File: src/rtl/nested_in_service_ctrl.sv
// nested_in_service_ctrl
//   In-service tracker for a nested, circular-priority interrupt controller.
//   It records acknowledged levels in the in-service register, retires them
//   through EOI commands, rotates the lowest-priority level L, and publishes
//   the highest-priority in-service level.
//
// Ports
//   clk                 rising-edge clock
//   reset               synchronous, active-low reset
//   ack_valid           acknowledge strobe, one cycle per acknowledge
//   ack_vector[N]       one-hot level being acknowledged
//   aeoi                auto-EOI mode: an acknowledge does not set isr
//   smm                 special mask mode: masked isr bits hidden from priority
//   mask[N]             interrupt mask register image
//   cmd_valid           EOI / priority command strobe
//   cmd_op[3]           command opcode
//   cmd_level[W]        level operand for specific commands
//   isr[N]              in-service register
//   highest_in_service  one-hot highest-priority visible in-service level
//   highest_id[W]       index of highest_in_service, 0 when none
//   depth[W+1]          number of set isr bits
//   lowest_level[W]     current lowest-priority level L
//   ack_error           sticky acknowledge protocol error
module nested_in_service_ctrl #(
  parameter int N = 8,
  parameter int W = $clog2(N)
) (
  input  logic         clk,
  input  logic         reset,
  input  logic         ack_valid,
  input  logic [N-1:0] ack_vector,
  input  logic         aeoi,
  input  logic         smm,
  input  logic [N-1:0] mask,
  input  logic         cmd_valid,
  input  logic [2:0]   cmd_op,
  input  logic [W-1:0] cmd_level,
  output logic [N-1:0] isr,
  output logic [N-1:0] highest_in_service,
  output logic [W-1:0] highest_id,
  output logic [W:0]   depth,
  output logic [W-1:0] lowest_level,
  output logic         ack_error
);

  typedef enum logic [2:0] {
    OP_NOP       = 3'b000,
    OP_EOI_NS    = 3'b001,
    OP_EOI_SP    = 3'b010,
    OP_ROT_NS    = 3'b011,
    OP_ROT_SP    = 3'b100,
    OP_SET_PRI   = 3'b101,
    OP_SET_RAEOI = 3'b110,
    OP_CLR_RAEOI = 3'b111
  } cmd_op_e;

  cmd_op_e op;
  assign op = cmd_op_e'(cmd_op);

  // Highest-priority set bit of e given lowest level l, returned as
  // {found, index}. Levels are scanned from lowest priority (l) downward
  // with wrap, so the last hit is the highest-priority level (l+1).
  function automatic logic [W:0] find_top(input logic [N-1:0] e,
                                          input logic [W-1:0] l);
    logic         found;
    logic [W-1:0] idx;
    logic [W-1:0] lv;
    found = 1'b0;
    idx   = '0;
    for (int unsigned i = 0; i < N; i++) begin
      lv = l - W'(i);
      if (e[lv]) begin
        found = 1'b1;
        idx   = lv;
      end
    end
    return {found, idx};
  endfunction

  function automatic logic [W:0] popcount(input logic [N-1:0] e);
    logic [W:0] cnt;
    cnt = '0;
    for (int unsigned i = 0; i < N; i++) begin
      cnt = cnt + {{W{1'b0}}, e[i]};
    end
    return cnt;
  endfunction

  function automatic logic [W-1:0] encode(input logic [N-1:0] v);
    logic [W-1:0] idx;
    idx = '0;
    for (int unsigned i = 0; i < N; i++) begin
      if (v[i]) idx = W'(i);
    end
    return idx;
  endfunction

  logic [N-1:0] isr_q, isr_d;
  logic [W-1:0] l_q, l_d;
  logic         rot_aeoi_q, rot_aeoi_d;
  logic         ack_error_q, ack_error_d;
  logic [N-1:0] his_q, his_d;
  logic [W-1:0] hid_q, hid_d;
  logic [W:0]   depth_q, depth_d;

  logic [N-1:0] eff_cur, eff_next;
  logic [W:0]   top_cur, top_next;
  logic         ack_onehot;
  logic         ack_collide;
  logic [W-1:0] ack_idx;

  always_comb begin
    isr_d       = isr_q;
    l_d         = l_q;
    rot_aeoi_d  = rot_aeoi_q;
    ack_error_d = ack_error_q;
    his_d       = '0;
    hid_d       = '0;

    eff_cur = smm ? (isr_q & ~mask) : isr_q;
    top_cur = find_top(eff_cur, l_q);

    // Command acts on the current isr first.
    if (cmd_valid) begin
      case (op)
        OP_EOI_NS: begin
          if (top_cur[W]) isr_d[top_cur[W-1:0]] = 1'b0;
        end
        OP_EOI_SP: begin
          isr_d[cmd_level] = 1'b0;
        end
        OP_ROT_NS: begin
          if (top_cur[W]) begin
            isr_d[top_cur[W-1:0]] = 1'b0;
            l_d                   = top_cur[W-1:0];
          end
        end
        OP_ROT_SP: begin
          isr_d[cmd_level] = 1'b0;
          l_d              = cmd_level;
        end
        OP_SET_PRI:   l_d        = cmd_level;
        OP_SET_RAEOI: rot_aeoi_d = 1'b1;
        OP_CLR_RAEOI: rot_aeoi_d = 1'b0;
        default: ;
      endcase
    end

    // Acknowledge is checked against the post-command isr, so a same-cycle
    // specific EOI of the acknowledged level is a legal clear-then-set.
    ack_onehot  = (ack_vector != '0) && ((ack_vector & (ack_vector - N'(1))) == '0);
    ack_collide = (ack_vector & isr_d) != '0;
    ack_idx     = encode(ack_vector);

    if (ack_valid) begin
      if (!ack_onehot || ack_collide) begin
        ack_error_d = 1'b1;
      end else if (!aeoi) begin
        isr_d[ack_idx] = 1'b1;
      end else if (rot_aeoi_d) begin
        l_d = ack_idx;
      end
    end

    // Published status is derived from next-state isr/L so it lines up with
    // isr and lowest_level in the cycle after the edge.
    eff_next = smm ? (isr_d & ~mask) : isr_d;
    top_next = find_top(eff_next, l_d);
    if (top_next[W]) begin
      his_d[top_next[W-1:0]] = 1'b1;
      hid_d                  = top_next[W-1:0];
    end
    depth_d = popcount(isr_d);
  end

  always_ff @(posedge clk) begin
    if (!reset) begin
      isr_q       <= '0;
      l_q         <= W'(N - 1);
      rot_aeoi_q  <= 1'b0;
      ack_error_q <= 1'b0;
      his_q       <= '0;
      hid_q       <= '0;
      depth_q     <= '0;
    end else begin
      isr_q       <= isr_d;
      l_q         <= l_d;
      rot_aeoi_q  <= rot_aeoi_d;
      ack_error_q <= ack_error_d;
      his_q       <= his_d;
      hid_q       <= hid_d;
      depth_q     <= depth_d;
    end
  end

  assign isr                = isr_q;
  assign highest_in_service = his_q;
  assign highest_id         = hid_q;
  assign depth              = depth_q;
  assign lowest_level       = l_q;
  assign ack_error          = ack_error_q;

endmodule
File: config.mk
export PLATFORM = sky130hd
export DESIGN_NAME = nested_in_service_ctrl
export DESIGN_NICKNAME = d
export VERILOG_FILES = /design/src/rtl/nested_in_service_ctrl.sv
export SDC_FILE = /design/constraint.sdc
export NUM_CORES = 1
export LEC_CHECK = 0
export CAP_MARGIN = 20
export CORE_AREA = 2 2 94 96
export CTS_CLUSTER_DIAMETER = 40
export DETAILED_ROUTE_END_ITERATION = 16
export DIE_AREA = 0 0 96 98
export PLACE_DENSITY = 0.77
export SLEW_MARGIN = 20
export SYNTH_ARGS = -nofsm -noshare
export SYNTH_HDL_FRONTEND = slang
export SYNTH_SLANG_ARGS = --single-unit
File: constraint.sdc
create_clock -name clk -period 7.9 [get_ports clk]
set_input_delay 1.975 -clock clk [delete_from_list [all_inputs] [get_ports clk]]
set_output_delay 1.975 -clock clk [all_outputs]
set_load 0.02 [all_outputs]
==> load_flow_metrics.sql, run 1 <==
INSERT INTO impl_metrics (metric_group, metric, value, unit) VALUES
('cells_and_area', 'drive_above_1_share', '22.93', '%'),
('clock_tree', 'cts_buffer_depth', '2', ''),
('clock_tree', 'cts_tree', 'done', ''),
('setup_path', 'critical_path_class', 'input pin to flop', ''),
('setup_path', 'max_stage_delay', '0.49', 'ns'),
('floorplan', 'initial_utilization', '49.96', '%'),
('global_route', 'initial_antenna_violation_count', '0', ''),
('synthesis', 'synth_enable_flop_cells', '0', ''),
('floorplan', 'die_w', '96', 'um'),
('synthesis', 'muxShareOfSynthArea', '15.98', '%'),
('sta', 'max_clock_freq', '130.9', 'MHz'),
('sta', 'worst_margin_pin_slew', '0.7209', 'ns'),
('cells_and_area', 'finish.net_count', '682', ''),
('worst_hold_path', 'hold_end', 'ack_error$_SDFFE_PN0P_', ''),
('synthesis', 'postSynthRegisterBits', '28', ''),
('setup_path', 'path_max_fanout', '6', ''),
('global_route', 'grt_first_pass_wirelength', '22960', 'um'),
('job', 'timing.max_cap.violations', '0', ''),
('synthesis', 'mappedNetlistArea', '4229', 'sq um'),
('synthesis', 'synth_top_family_by_area', 'compound AO/OA/AOI/OAI gates', ''),
('worst_hold_path', 'holdPathStages', '2', ''),
('synthesis', 'postSynth.topFlopCell', 'sky130_fd_sc_hd__dfxtp_1', ''),
('sta', 'timing.final.crit_period', '7.641', 'ns'),
('synthesis', 'yosysWarnings', '0', ''),
('floorplan', 'io_pins', '55', ''),
('synthesis', 'synth_compound_area_share', '34.82', '%'),
('detailed_routing', 'wl', '14430', 'um'),
('power', 'leakage', '2.269', 'nW'),
('sta', 'setup-violations-final', '0', ''),
('detailed_routing', 'drt-pass1-iter-count', '5', ''),
('worst_hold_path', 'holdCritStartpoint', 'ack_error$_SDFFE_PN0P_', ''),
('global_route', 'vias_in_the_first_global_route', '4524', ''),
('cells_and_area', 'final_util', '64.51', '%'),
('placed_design', 'finalWeightedCongestion', '0.9647', ''),
('power', 'power.ir.vdd_worst', '0.07388', 'mV'),
('setup_path', 'critical-path-slowest-cell', 'sky130_fd_sc_hd__clkdlybuf4s50_1', ''),
('sta', 'report.final.hold_viol_count', '0', ''),
('clock_tree', 'cts-root-buf', 'sky130_fd_sc_hd__clkbuf_8', ''),
('cells_and_area', 'area_growth_syn_to_layout', '29.14', '%'),
('synthesis', 'syn_nets', '590', ''),
('setup_path', 'ff2ff_setup_slack', '1.38', 'ns'),
('floorplan', 'chipHeight', '98', 'um'),
('synthesis', 'yosys.area_share.adder', '4.201', '%'),
('global_route', 'pin_count_of_the_biggest_net_entering_global_routing', '21', ''),
('setup_path', 'reg2reg_to', 'highest_in_service[5]$_SDFF_PN0_', ''),
('sta', 'timing.hold.ws', '0.4897', 'ns'),
('synthesis', 'synth_cell_types', '97', ''),
('placed_design', 'pre_cts_ws', '-0.1622', 'ns'),
('cells_and_area', 'mostFrequentLayoutCell', 'sky130_fd_sc_hd__buf_4', ''),
('setup_path', 'critPathBufInv', '2', ''),
('cells_and_area', 'antenna-diode-count', '0', ''),
('outcome', 'outcome', 'completed', ''),
('detailed_routing', 'routedWlPerCell', '19.27', 'um'),
('synthesis', 'synthSimpleGateAreaFrac', '24.76', '%'),
('setup_path', 'cp-end-kind', 'flop', ''),
('setup_path', 'regToRegStartpoint', 'lowest_level[0]$_SDFF_PN1_', ''),
('floorplan', 'fp.coreArea', '8466', 'sq um'),
('synthesis', 'synth_xor_xnor_area_share', '1.450', '%'),
('clock_tree', 'cts_bufs_inserted', '3', ''),
('setup_path', 'worst-r2r-cell-count', '26', ''),
('cells_and_area', 'layout_common_cells', '63 x sky130_fd_sc_hd__buf_4, 53 x sky130_fd_sc_hd__clkdlybuf4s50_1, 50 x sky130_fd_sc_hd__nand2_1', ''),
('floorplan', 'row_count', '34', ''),
('sta', 'worst_slack', '0.2594', 'ns'),
('worst_hold_path', 'hold_class', 'flop to flop', ''),
('synthesis', 'post_synth_inst_count', '551', ''),
('clock_tree', 'htreeDepth', '1', ''),
('setup_path', 'cp_data_arrival_time', '7.79', 'ns'),
('setup_path', 'path_cells', 'clkdlybuf4s50_1, mux2_4, a21o_1, mux4_2, a311o_1, a211oi_2, or2_1, a311oi_2, o41ai_4, and3b_2, a21oi_1, or2_4, ha_1, or2_2, a211o_1, nand2_2, nor2_1, a22o_1, a21o_1, and2_1, a211o_1, o21bai_1, buf_4, nor3_1', ''),
('clock_tree', 'clock_input_transition_at_the_sequential_cells_of_the_worst_setup_and_hold_paths', '0.10', 'ns'),
('detailed_routing', 'via_count', '4808', ''),
('global_route', 'overall_overflow_remaining_after_global_route', '0', '');
-- Yosys cell counts (all sizes together) (10+ instances only) --
| master | instances | area [sq um] |
|---|---|---|
| nor3 | 19 | 100.1 |
| buf | 15 | 102.6 |
| a31oi | 12 | 81.33 |
| a21oi | 36 | 191.4 |
| o21ai | 25 | 125.1 |
| nor2 | 44 | 180.2 |
| o22ai | 10 | 62.56 |
| nand2 | 53 | 201.5 |
| a211oi | 12 | 100.1 |
| nand3 | 18 | 90.09 |
| and2 | 15 | 93.84 |
| dfxtp | 28 | 560.5 |
| mux2i | 36 | 375.4 |
| mux2 | 18 | 210.2 |
| inv | 18 | 67.56 |
| clkbuf | 16 | 60.06 |
| a21o | 18 | 135.1 |
-- state kept, by name, indices dropped and copies added, names as in the netlist --
register	cells
rot_aeoi_q	1
lowest_level	3
depth	4
ack_error	1
highest_id	3
highest_in_service	8
isr	8
-- worst max-delay path by stage --
stage | start | end | cells past startpoint
2_1_floorplan | mask[5] | highest_in_service[5]$_SDFF_PN0_ | 24
3_3_place_gp | mask[1] | highest_in_service[1]$_SDFF_PN0_ | 24
3_5_place_dp | mask[7] | highest_in_service[7]$_SDFF_PN0_ | 24
4_1_cts | mask[3] | highest_in_service[7]$_SDFF_PN0_ | 24
5_1_grt | mask[3] | highest_in_service[5]$_SDFF_PN0_ | 26
6_report | mask[3] | highest_in_service[5]$_SDFF_PN0_ | 24
-- cell families (layout without fill, tap and decap cells) --
group                      after synthesis  count (layout)
buffers and inverters                   50             140
adders and majority gates               12              12
xor gates and xnor gates                 7               7
muxes                                   58              58
AOI/OAI and AO/OA                      194             194
and+or+nand+nor                        202             202
DFF                                     28              28
-- layout make-up --
cell class / count / area (sq um)
Fill cell: 746 / 3004
Clock buffer: 3 / 41.29
Sequential cell: 28 / 560.5
Timing Repair Buffer: 118 / 1036
Inverter: 19 / 71.32
Multi-Input combinational cell: 473 / 3617
Tap cell: 108 / 135.1
-- per-stage QoR --
step / setup TNS, ns / cell area [sq um] / cells
after global routing: -0.03295 / 5461 / 749
after floorplan: 0 / 4229 / 551
final: 0 / 5461 / 749
after global placement: -0.08872 / 5220 / 744
after CTS: 0 / 5261 / 747
after detailed placement: -1.358 / 5220 / 744
-- worst min-delay path, delay by kind of cell (launching register included) --
kind | cells | cell delay, ns
AND/OR/NAND/NOR | 1 | 0.07
flip-flops | 1 | 0.35
AO/OA/AOI/OAI | 1 | 0.04
-- layer usage --
metal / up-vias / GRT usage (%) / wire [um]
met4: 0 / 11.87 / 488
met5: - / 0 / 0
met2: 214 / 51.50 / 7229
li1: 2285 / - / -
met1: 2261 / 40.23 / 5942
met3: 48 / 1.698 / 774
-- where the power goes --
part	internal [mW]	switching (mW)
clock network	0.0343	0.0457
logic	0.132	0.181
registers	0.148	0.00239
total	0.315	0.229
-- timing repair --
item	in CTS	in global routing
setup buffers	0	2
endpoints found under the setup margin	0	13
resized for setup	0	38
No activity file was read; power rests on OpenSTA's default activity.
==> inputs of run 2 (changes only) <==
Settings changed: GPL_ROUTABILITY_DRIVEN set to 0.
==> load_flow_metrics.sql, run 2 (synthesis results as in run 1) <==
INSERT INTO impl_metrics (metric_group, metric, value, unit) VALUES
('outcome', 'outcome', 'completed', ''),
('worst_hold_path', 'holdPathStages', '2', ''),
('clock_tree', 'cts.sink_count', '28', ''),
('placed_design', 'portBuffers', '54', ''),
('sta', 'max_clock_freq', '129.2', 'MHz'),
('clock_tree', 'clock_input_transition_at_the_sequential_cells_of_the_worst_setup_and_hold_paths', '0.10', 'ns'),
('detailed_routing', 'via_count', '4961', ''),
('power', 'power.density_cell_area', '106.4', 'nW/um^2'),
('sta', 'clock_skew', '0.003386', 'ns'),
('cells_and_area', 'seqCellArea', '560.5', 'sq um'),
('floorplan', 'floorplan.die_area', '9408', 'sq um'),
('setup_path', 'critical_path_class', 'input pin to flop', ''),
('global_route', 'overall_overflow_remaining_after_global_route', '0', ''),
('global_route', 'initial_antenna_violation_count', '0', ''),
('cells_and_area', 'mostFrequentLayoutCell', 'sky130_fd_sc_hd__clkdlybuf4s50_1', ''),
('setup_path', 'cp_data_arrival_time', '7.94', 'ns'),
('setup_path', 'reg2reg_to', 'highest_in_service[1]$_SDFF_PN0_', ''),
('cells_and_area', 'fillerInstances', '731', ''),
('floorplan', 'chipHeight', '98', 'um'),
('placed_design', 'pre_cts_ws', '-0.1757', 'ns'),
('setup_path', 'cp-end-kind', 'flop', ''),
('cells_and_area', 'antenna-diode-count', '0', ''),
('global_route', 'grt_first_pass_wirelength', '22020', 'um'),
('cells_and_area', 'drive_above_1_share', '20.48', '%'),
('sta', 'timing.final.max_slew_violations', '0', ''),
('clock_tree', 'clk-insertion-delay-late', '0.28', 'ns'),
('detailed_routing', 'routedWlPerCell', '19.35', 'um'),
('detailed_routing', 'post-route-drc-count', '0', ''),
('cells_and_area', 'layout_common_cells', '53 x sky130_fd_sc_hd__clkdlybuf4s50_1, 50 x sky130_fd_sc_hd__nand2_1, 50 x sky130_fd_sc_hd__buf_4', ''),
('sta', 'tns', '0', 'ns'),
('setup_path', 'path_max_fanout', '12', ''),
('detailed_routing', 'postRouteAntennaNets', '0', ''),
('floorplan', 'fp.coreArea', '8466', 'sq um'),
('clock_tree', 'cts_tree', 'done', ''),
('setup_path', 'worst-endpoint-required', '8.10', 'ns'),
('detailed_routing', 'drt-pass1-iter-count', '5', ''),
('floorplan', 'initial_utilization', '49.96', '%'),
('sta', 'slew_headroom', '52.40', '%'),
('clock_tree', 'cts_bufs_inserted', '3', ''),
('floorplan', 'row_count', '34', ''),
('floorplan', 'die_w', '96', 'um'),
('detailed_routing', 'route.detailed.vias_per_inst', '6.722', ''),
('power', 'leakage', '2.221', 'nW'),
('worst_hold_path', 'holdCritStartpoint', 'ack_error$_SDFFE_PN0P_', ''),
('setup_path', 'worst-r2r-cell-count', '25', ''),
('worst_hold_path', 'hold_end', 'ack_error$_SDFFE_PN0P_', ''),
('sta', 'setup-violations-final', '0', ''),
('global_route', 'pin_count_of_the_biggest_net_entering_global_routing', '34', ''),
('cells_and_area', 'area_growth_syn_to_layout', '26.69', '%'),
('sta', 'fraction_of_the_cycle_the_final_worst_path_needs', '97.98', '%'),
('global_route', 'vias_in_the_first_global_route', '4582', ''),
('cells_and_area', 'multi_input_comb_area', '3556', 'sq um'),
('sta', 'timing.final.crit_period', '7.740', 'ns'),
('power', 'total_power', '0.5703', 'mW'),
('cells_and_area', 'finish.net_count', '670', ''),
('clock_tree', 'cts_buffer_depth', '2', ''),
('job', 'timing.max_cap.violations', '0', ''),
('clock_tree', 'htreeDepth', '1', ''),
('placed_design', 'dp_hpwl', '10770', 'um'),
('clock_tree', 'cts-root-buf', 'sky130_fd_sc_hd__clkbuf_8', ''),
('floorplan', 'io_pins', '55', ''),
('sta', 'worst_slack', '0.1599', 'ns'),
('detailed_routing', 'wl', '14280', 'um'),
('clock_tree', 'cts_hold_buf', '0', ''),
('power', 'power.ir.vdd_worst', '0.09379', 'mV'),
('detailed_routing', 'drt_iter0_markers', '440', ''),
('setup_path', 'ff2ff_setup_slack', '0.93', 'ns'),
('setup_path', 'regToRegStartpoint', 'lowest_level[1]$_SDFF_PN1_', ''),
('sta', 'report.final.hold_viol_count', '0', ''),
('setup_path', 'timing.critical_path.from_type', 'input pin', ''),
('worst_hold_path', 'hold_class', 'flop to flop', ''),
('sta', 'worst_margin_pin_slew', '0.7130', 'ns'),
('global_route', 'track_usage', '28.71', '%');
## run 2: worst max-delay path by stage
stage / start / end / slack, ns
after global routing: mask[5] / highest_in_service[5]$_SDFF_PN0_ / -0.04
after floorplan: mask[5] / highest_in_service[5]$_SDFF_PN0_ / 0.43
after detailed placement: mask[7] / highest_in_service[1]$_SDFF_PN0_ / -0.18
after global placement: mask[7] / highest_in_service[6]$_SDFF_PN0_ / -0.04
final: mask[5] / highest_in_service[1]$_SDFF_PN0_ / 0.16
after CTS: mask[7] / highest_in_service[1]$_SDFF_PN0_ / 0.05
## run 2: what timing repair did
action,CTS,global route
buffers inserted,0,5
resized for setup,0,26
setup endpoints to repair,0,11
## run 2: routing by layer
layer	up-vias	wire length, um	track usage, %
met1	2363	5630	36.35
met5	-	0	0
li1	2268	-	-
met4	0	574	13.41
met2	276	7047	48.24
met3	54	1026	2.932
## run 2: where the power goes
group          internal, mW  switching [mW]
logic                 0.126           0.174
clock network        0.0680          0.0486
registers             0.148         0.00584
## run 2: critical path: stages
cell and delay (ns):
sky130_fd_sc_hd__clkdlybuf4s50_1 0.49, sky130_fd_sc_hd__mux2_1 0.36, sky130_fd_sc_hd__a21oi_2 0.19, sky130_fd_sc_hd__buf_4 0.16, sky130_fd_sc_hd__buf_4 0.13, sky130_fd_sc_hd__a21oi_1 0.08, sky130_fd_sc_hd__a311oi_1 0.33, sky130_fd_sc_hd__a2111oi_2 0.09
sky130_fd_sc_hd__buf_4 0.17, sky130_fd_sc_hd__o21ai_1 0.33, sky130_fd_sc_hd__a41oi_2 0.19, sky130_fd_sc_hd__o211a_4 0.27, sky130_fd_sc_hd__nor3b_2 0.20, sky130_fd_sc_hd__a21oi_1 0.14, sky130_fd_sc_hd__or2_1 0.28, sky130_fd_sc_hd__buf_4 0.20
sky130_fd_sc_hd__ha_1 0.20, sky130_fd_sc_hd__or2_2 0.29, sky130_fd_sc_hd__a211o_1 0.31, sky130_fd_sc_hd__and2_1 0.19, sky130_fd_sc_hd__o21ai_1 0.17, sky130_fd_sc_hd__mux2i_1 0.32, sky130_fd_sc_hd__nor3b_1 0.11, sky130_fd_sc_hd__o311ai_2 0.30
sky130_fd_sc_hd__o211ai_1 0.23, sky130_fd_sc_hd__nor3_1 0.26
## run 2: cell type report
cell class                 instances  area share, %
clock buffer                       3         0.7707
sequential                        28          10.46
multi-input combinational        473          66.37
timing repair buffer             106          17.98
inverter                          19          1.331
tap                              108          2.522
clock inverter                     1         0.5605
## run 2: stage by stage
stage,util (%),hold slack [ns],cells,cell area (sq um)
after floorplan,-,0.5282,551,4229
after global placement,60.24,0.4576,728,5100
after detailed placement,60.24,0.4866,728,5100
after CTS,61.08,0.5100,732,5171
after global routing,63.29,0.5342,738,5358
final,63.29,0.5033,738,5358
==> inputs of run 3 (changes only) <==
==> constraint.sdc (replaced) <==
create_clock -name clk -period 7.9 [get_ports clk]
set_input_delay 1.58 -clock clk [delete_from_list [all_inputs] [get_ports clk]]
set_output_delay 1.58 -clock clk [all_outputs]
set_load 0.02 [all_outputs]
==> load_flow_metrics.sql, run 3 (synthesis results as in run 1) <==
INSERT INTO impl_metrics (metric_group, metric, value, unit) VALUES
('outcome', 'outcome', 'completed', ''),
('clock_tree', 'cts_tree', 'done', ''),
('power', 'power.density_cell_area', '108.0', 'nW/um^2'),
('sta', 'worst_margin_pin_slew', '0.7032', 'ns'),
('sta', 'setup-violations-final', '0', ''),
('placed_design', 'pre_cts_ws', '0.07062', 'ns'),
('clock_tree', 'cts_hold_buf', '0', ''),
('setup_path', 'path_cells', 'clkdlybuf4s50_1, mux2_4, a21o_1, mux4_2, a311o_1, a211oi_2, or2_1, a41oi_2, o211a_4, nor3b_2, a21oi_1, or2_1, buf_4, ha_1, or2_2, a211o_1, and2_1, nor2_2, a22o_1, a21o_1, nor3_1, a211o_1, nor3_2, and3_1', ''),
('cells_and_area', 'layout_common_cells', '54 x sky130_fd_sc_hd__clkdlybuf4s50_1, 51 x sky130_fd_sc_hd__nand2_1, 41 x sky130_fd_sc_hd__nor2_1', ''),
('sta', 'rsz0062_at_grt', 'false', ''),
('clock_tree', 'cts_buffer_depth', '2', ''),
('detailed_routing', 'route.detailed.vias_per_inst', '6.623', ''),
('setup_path', 'timing.critical_path.from_type', 'input pin', ''),
('cells_and_area', 'final_util', '59.47', '%'),
('global_route', 'overall_overflow_remaining_after_global_route', '0', ''),
('setup_path', 'path_max_fanout', '12', ''),
('global_route', 'grt_first_pass_wirelength', '21370', 'um'),
('setup_path', 'critPathTopFamily', 'compound AO/OA/AOI/OAI gates', ''),
('sta', 'slew_headroom', '53.06', '%'),
('setup_path', 'worst-endpoint-required', '8.13', 'ns'),
('clock_tree', 'cts.sink_count', '28', ''),
('power', 'p_int', '0.3255', 'mW'),
('placed_design', 'dp_hpwl', '10290', 'um'),
('clock_tree', 'htreeDepth', '1', ''),
('clock_tree', 'post_cts.repair.setup_buffers', '0', ''),
('setup_path', 'critPathBufInv', '2', ''),
('setup_path', 'max_stage_delay', '0.50', 'ns'),
('floorplan', 'chipHeight', '98', 'um'),
('power', 'share_comb_of_total_power', '50.6', '%'),
('sta', 'fraction_of_the_cycle_the_final_worst_path_needs', '95.13', '%'),
('setup_path', 'cp-end-kind', 'flop', ''),
('cells_and_area', 'finish.net_count', '640', ''),
('sta', 'timing.final.max_slew_violations', '0', ''),
('detailed_routing', 'postRouteAntennaNets', '0', ''),
('floorplan', 'die_w', '96', 'um'),
('sta', 'timing.final.crit_period', '7.516', 'ns'),
('setup_path', 'critical-path-slowest-cell', 'sky130_fd_sc_hd__mux4_2', ''),
('sta', 'tns', '0', 'ns'),
('clock_tree', 'clock_input_transition_at_the_sequential_cells_of_the_worst_setup_and_hold_paths', '0.10', 'ns'),
('power', 'seq_power_share', '28.0', '%'),
('global_route', 'pin_count_of_the_biggest_net_entering_global_routing', '34', ''),
('setup_path', 'critical_path_class', 'input pin to flop', ''),
('floorplan', 'initial_utilization', '49.96', '%'),
('sta', 'max_clock_freq', '133.1', 'MHz'),
('cells_and_area', 'mostFrequentLayoutCell', 'sky130_fd_sc_hd__clkdlybuf4s50_1', ''),
('clock_tree', 'cts-root-buf', 'sky130_fd_sc_hd__clkbuf_8', ''),
('cells_and_area', 'antenna-diode-count', '0', ''),
('clock_tree', 'clk-insertion-delay-late', '0.29', 'ns'),
('floorplan', 'fp.coreArea', '8466', 'sq um'),
('placed_design', 'portBuffers', '54', ''),
('setup_path', 'cp_data_arrival_time', '7.75', 'ns'),
('floorplan', 'io_pins', '55', ''),
('clock_tree', 'cts_bufs_inserted', '3', ''),
('cells_and_area', 'drive_above_1_share', '14.67', '%'),
('power', 'p_clk_share', '21.4', '%'),
('detailed_routing', 'wl', '13170', 'um'),
('sta', 'clock_skew', '0.01040', 'ns'),
('global_route', 'track_usage', '27.65', '%'),
('worst_hold_path', 'hold_class', 'flop to flop', ''),
('detailed_routing', 'routedWlPerCell', '18.60', 'um'),
('detailed_routing', 'drt-pass1-iter-count', '5', ''),
('global_route', 'initial_antenna_violation_count', '0', ''),
('detailed_routing', 'via_count', '4689', ''),
('sta', 'timing.hold.ws', '0.4838', 'ns'),
('detailed_routing', 'drt_iter0_markers', '442', ''),
('power', 'power.ir.vdd_worst', '0.06862', 'mV'),
('detailed_routing', 'post-route-drc-count', '0', ''),
('cells_and_area', 'area_growth_syn_to_layout', '19.05', '%'),
('floorplan', 'floorplan.die_area', '9408', 'sq um'),
('sta', 'report.final.hold_viol_count', '0', ''),
('power', 'leakage', '2.032', 'nW'),
('sta', 'worst_slack', '0.3845', 'ns'),
('power', 'power.switching', '0.2181', 'mW'),
('job', 'timing.max_cap.violations', '0', ''),
('floorplan', 'row_count', '34', ''),
('global_route', 'vias_in_the_first_global_route', '4381', ''),
('power', 'p_sw_share', '40.13', '%');
## run 3: per-layer routing
metal / global-route usage [%] / part of all wire (%) / vias to the layer above
met5: 0 / 0 / -
met1: 37.00 / 40 / 2181
met3: 1.775 / 8.1 / 46
met4: 8.242 / 3.1 / 0
met2: 47.17 / 49 / 265
li1: - / - / 2197
## run 3: final timing paths
path | start | endpoint | slack, ns | cells after the start
min | ack_error$_SDFFE_PN0P_ | ack_error$_SDFFE_PN0P_ | 0.48 | 2
min reg2reg | ack_error$_SDFFE_PN0P_ | ack_error$_SDFFE_PN0P_ | 0.48 | 2
max | mask[5] | highest_in_service[4]$_SDFF_PN0_ | 0.38 | 24
max reg2reg | lowest_level[0]$_SDFF_PN1_ | highest_in_service[4]$_SDFF_PN0_ | 1.16 | 24
## run 3: power groups by stage
stage / logic [mW] / clock network, mW / registers, mW
final: 0.275 / 0.116 / 0.152
after global routing: 0.295 / 0.121 / 0.153
after CTS: 0.266 / 0.117 / 0.152
after detailed placement: 0.264 / 0 / 0.156
after global placement: 0.259 / 0 / 0.155
after floorplan: 0.182 / 0 / 0.163
## run 3: area by class of cell
cell class                 instances  area [sq um]
inverter                          19         71.32
clock buffer                       3         41.29
sequential                        28         560.5
fill                             758          3431
tap                              108         135.1
multi-input combinational        473          3478
clock inverter                     1         30.03
timing repair buffer              76         718.2
## run 3: worst register-to-register path, cell delays in order, from the launching register on
cell and delay, ns:
sky130_fd_sc_hd__dfxtp_1 0.35, sky130_fd_sc_hd__inv_1 0.11, sky130_fd_sc_hd__ha_1 0.63, sky130_fd_sc_hd__clkinv_1 0.42, sky130_fd_sc_hd__mux2i_1 0.39, sky130_fd_sc_hd__a311oi_1 0.16
sky130_fd_sc_hd__a2111oi_2 0.62, sky130_fd_sc_hd__or3_1 0.19, sky130_fd_sc_hd__o2111ai_1 0.11, sky130_fd_sc_hd__o31ai_1 0.35, sky130_fd_sc_hd__and3b_2 0.31, sky130_fd_sc_hd__a21oi_1 0.10
sky130_fd_sc_hd__or2_1 0.28, sky130_fd_sc_hd__buf_4 0.19, sky130_fd_sc_hd__ha_1 0.23, sky130_fd_sc_hd__or2_2 0.30, sky130_fd_sc_hd__a211o_1 0.32, sky130_fd_sc_hd__and2_1 0.25
sky130_fd_sc_hd__nor2_2 0.14, sky130_fd_sc_hd__a22o_1 0.18, sky130_fd_sc_hd__a21o_1 0.15, sky130_fd_sc_hd__nor3_1 0.07, sky130_fd_sc_hd__a211o_1 0.35, sky130_fd_sc_hd__nor3_2 0.28
sky130_fd_sc_hd__and3_1 0.20
## run 3: timing repair
item | CTS | global route
gates resized for setup | 0 | 11
endpoints found under the setup margin | 0 | 10
hold endpoints to repair | 0 | 0
## run 3: through the flow
stage,cell area (sq um),std cells,power (mW)
3_3_place_gp,4920,704,0.4146
4_1_cts,4991,708,0.5351
5_1_grt,5035,708,0.5695
6_report,5035,708,0.5436
2_1_floorplan,4229,551,0.3453
3_5_place_dp,4920,704,0.4198
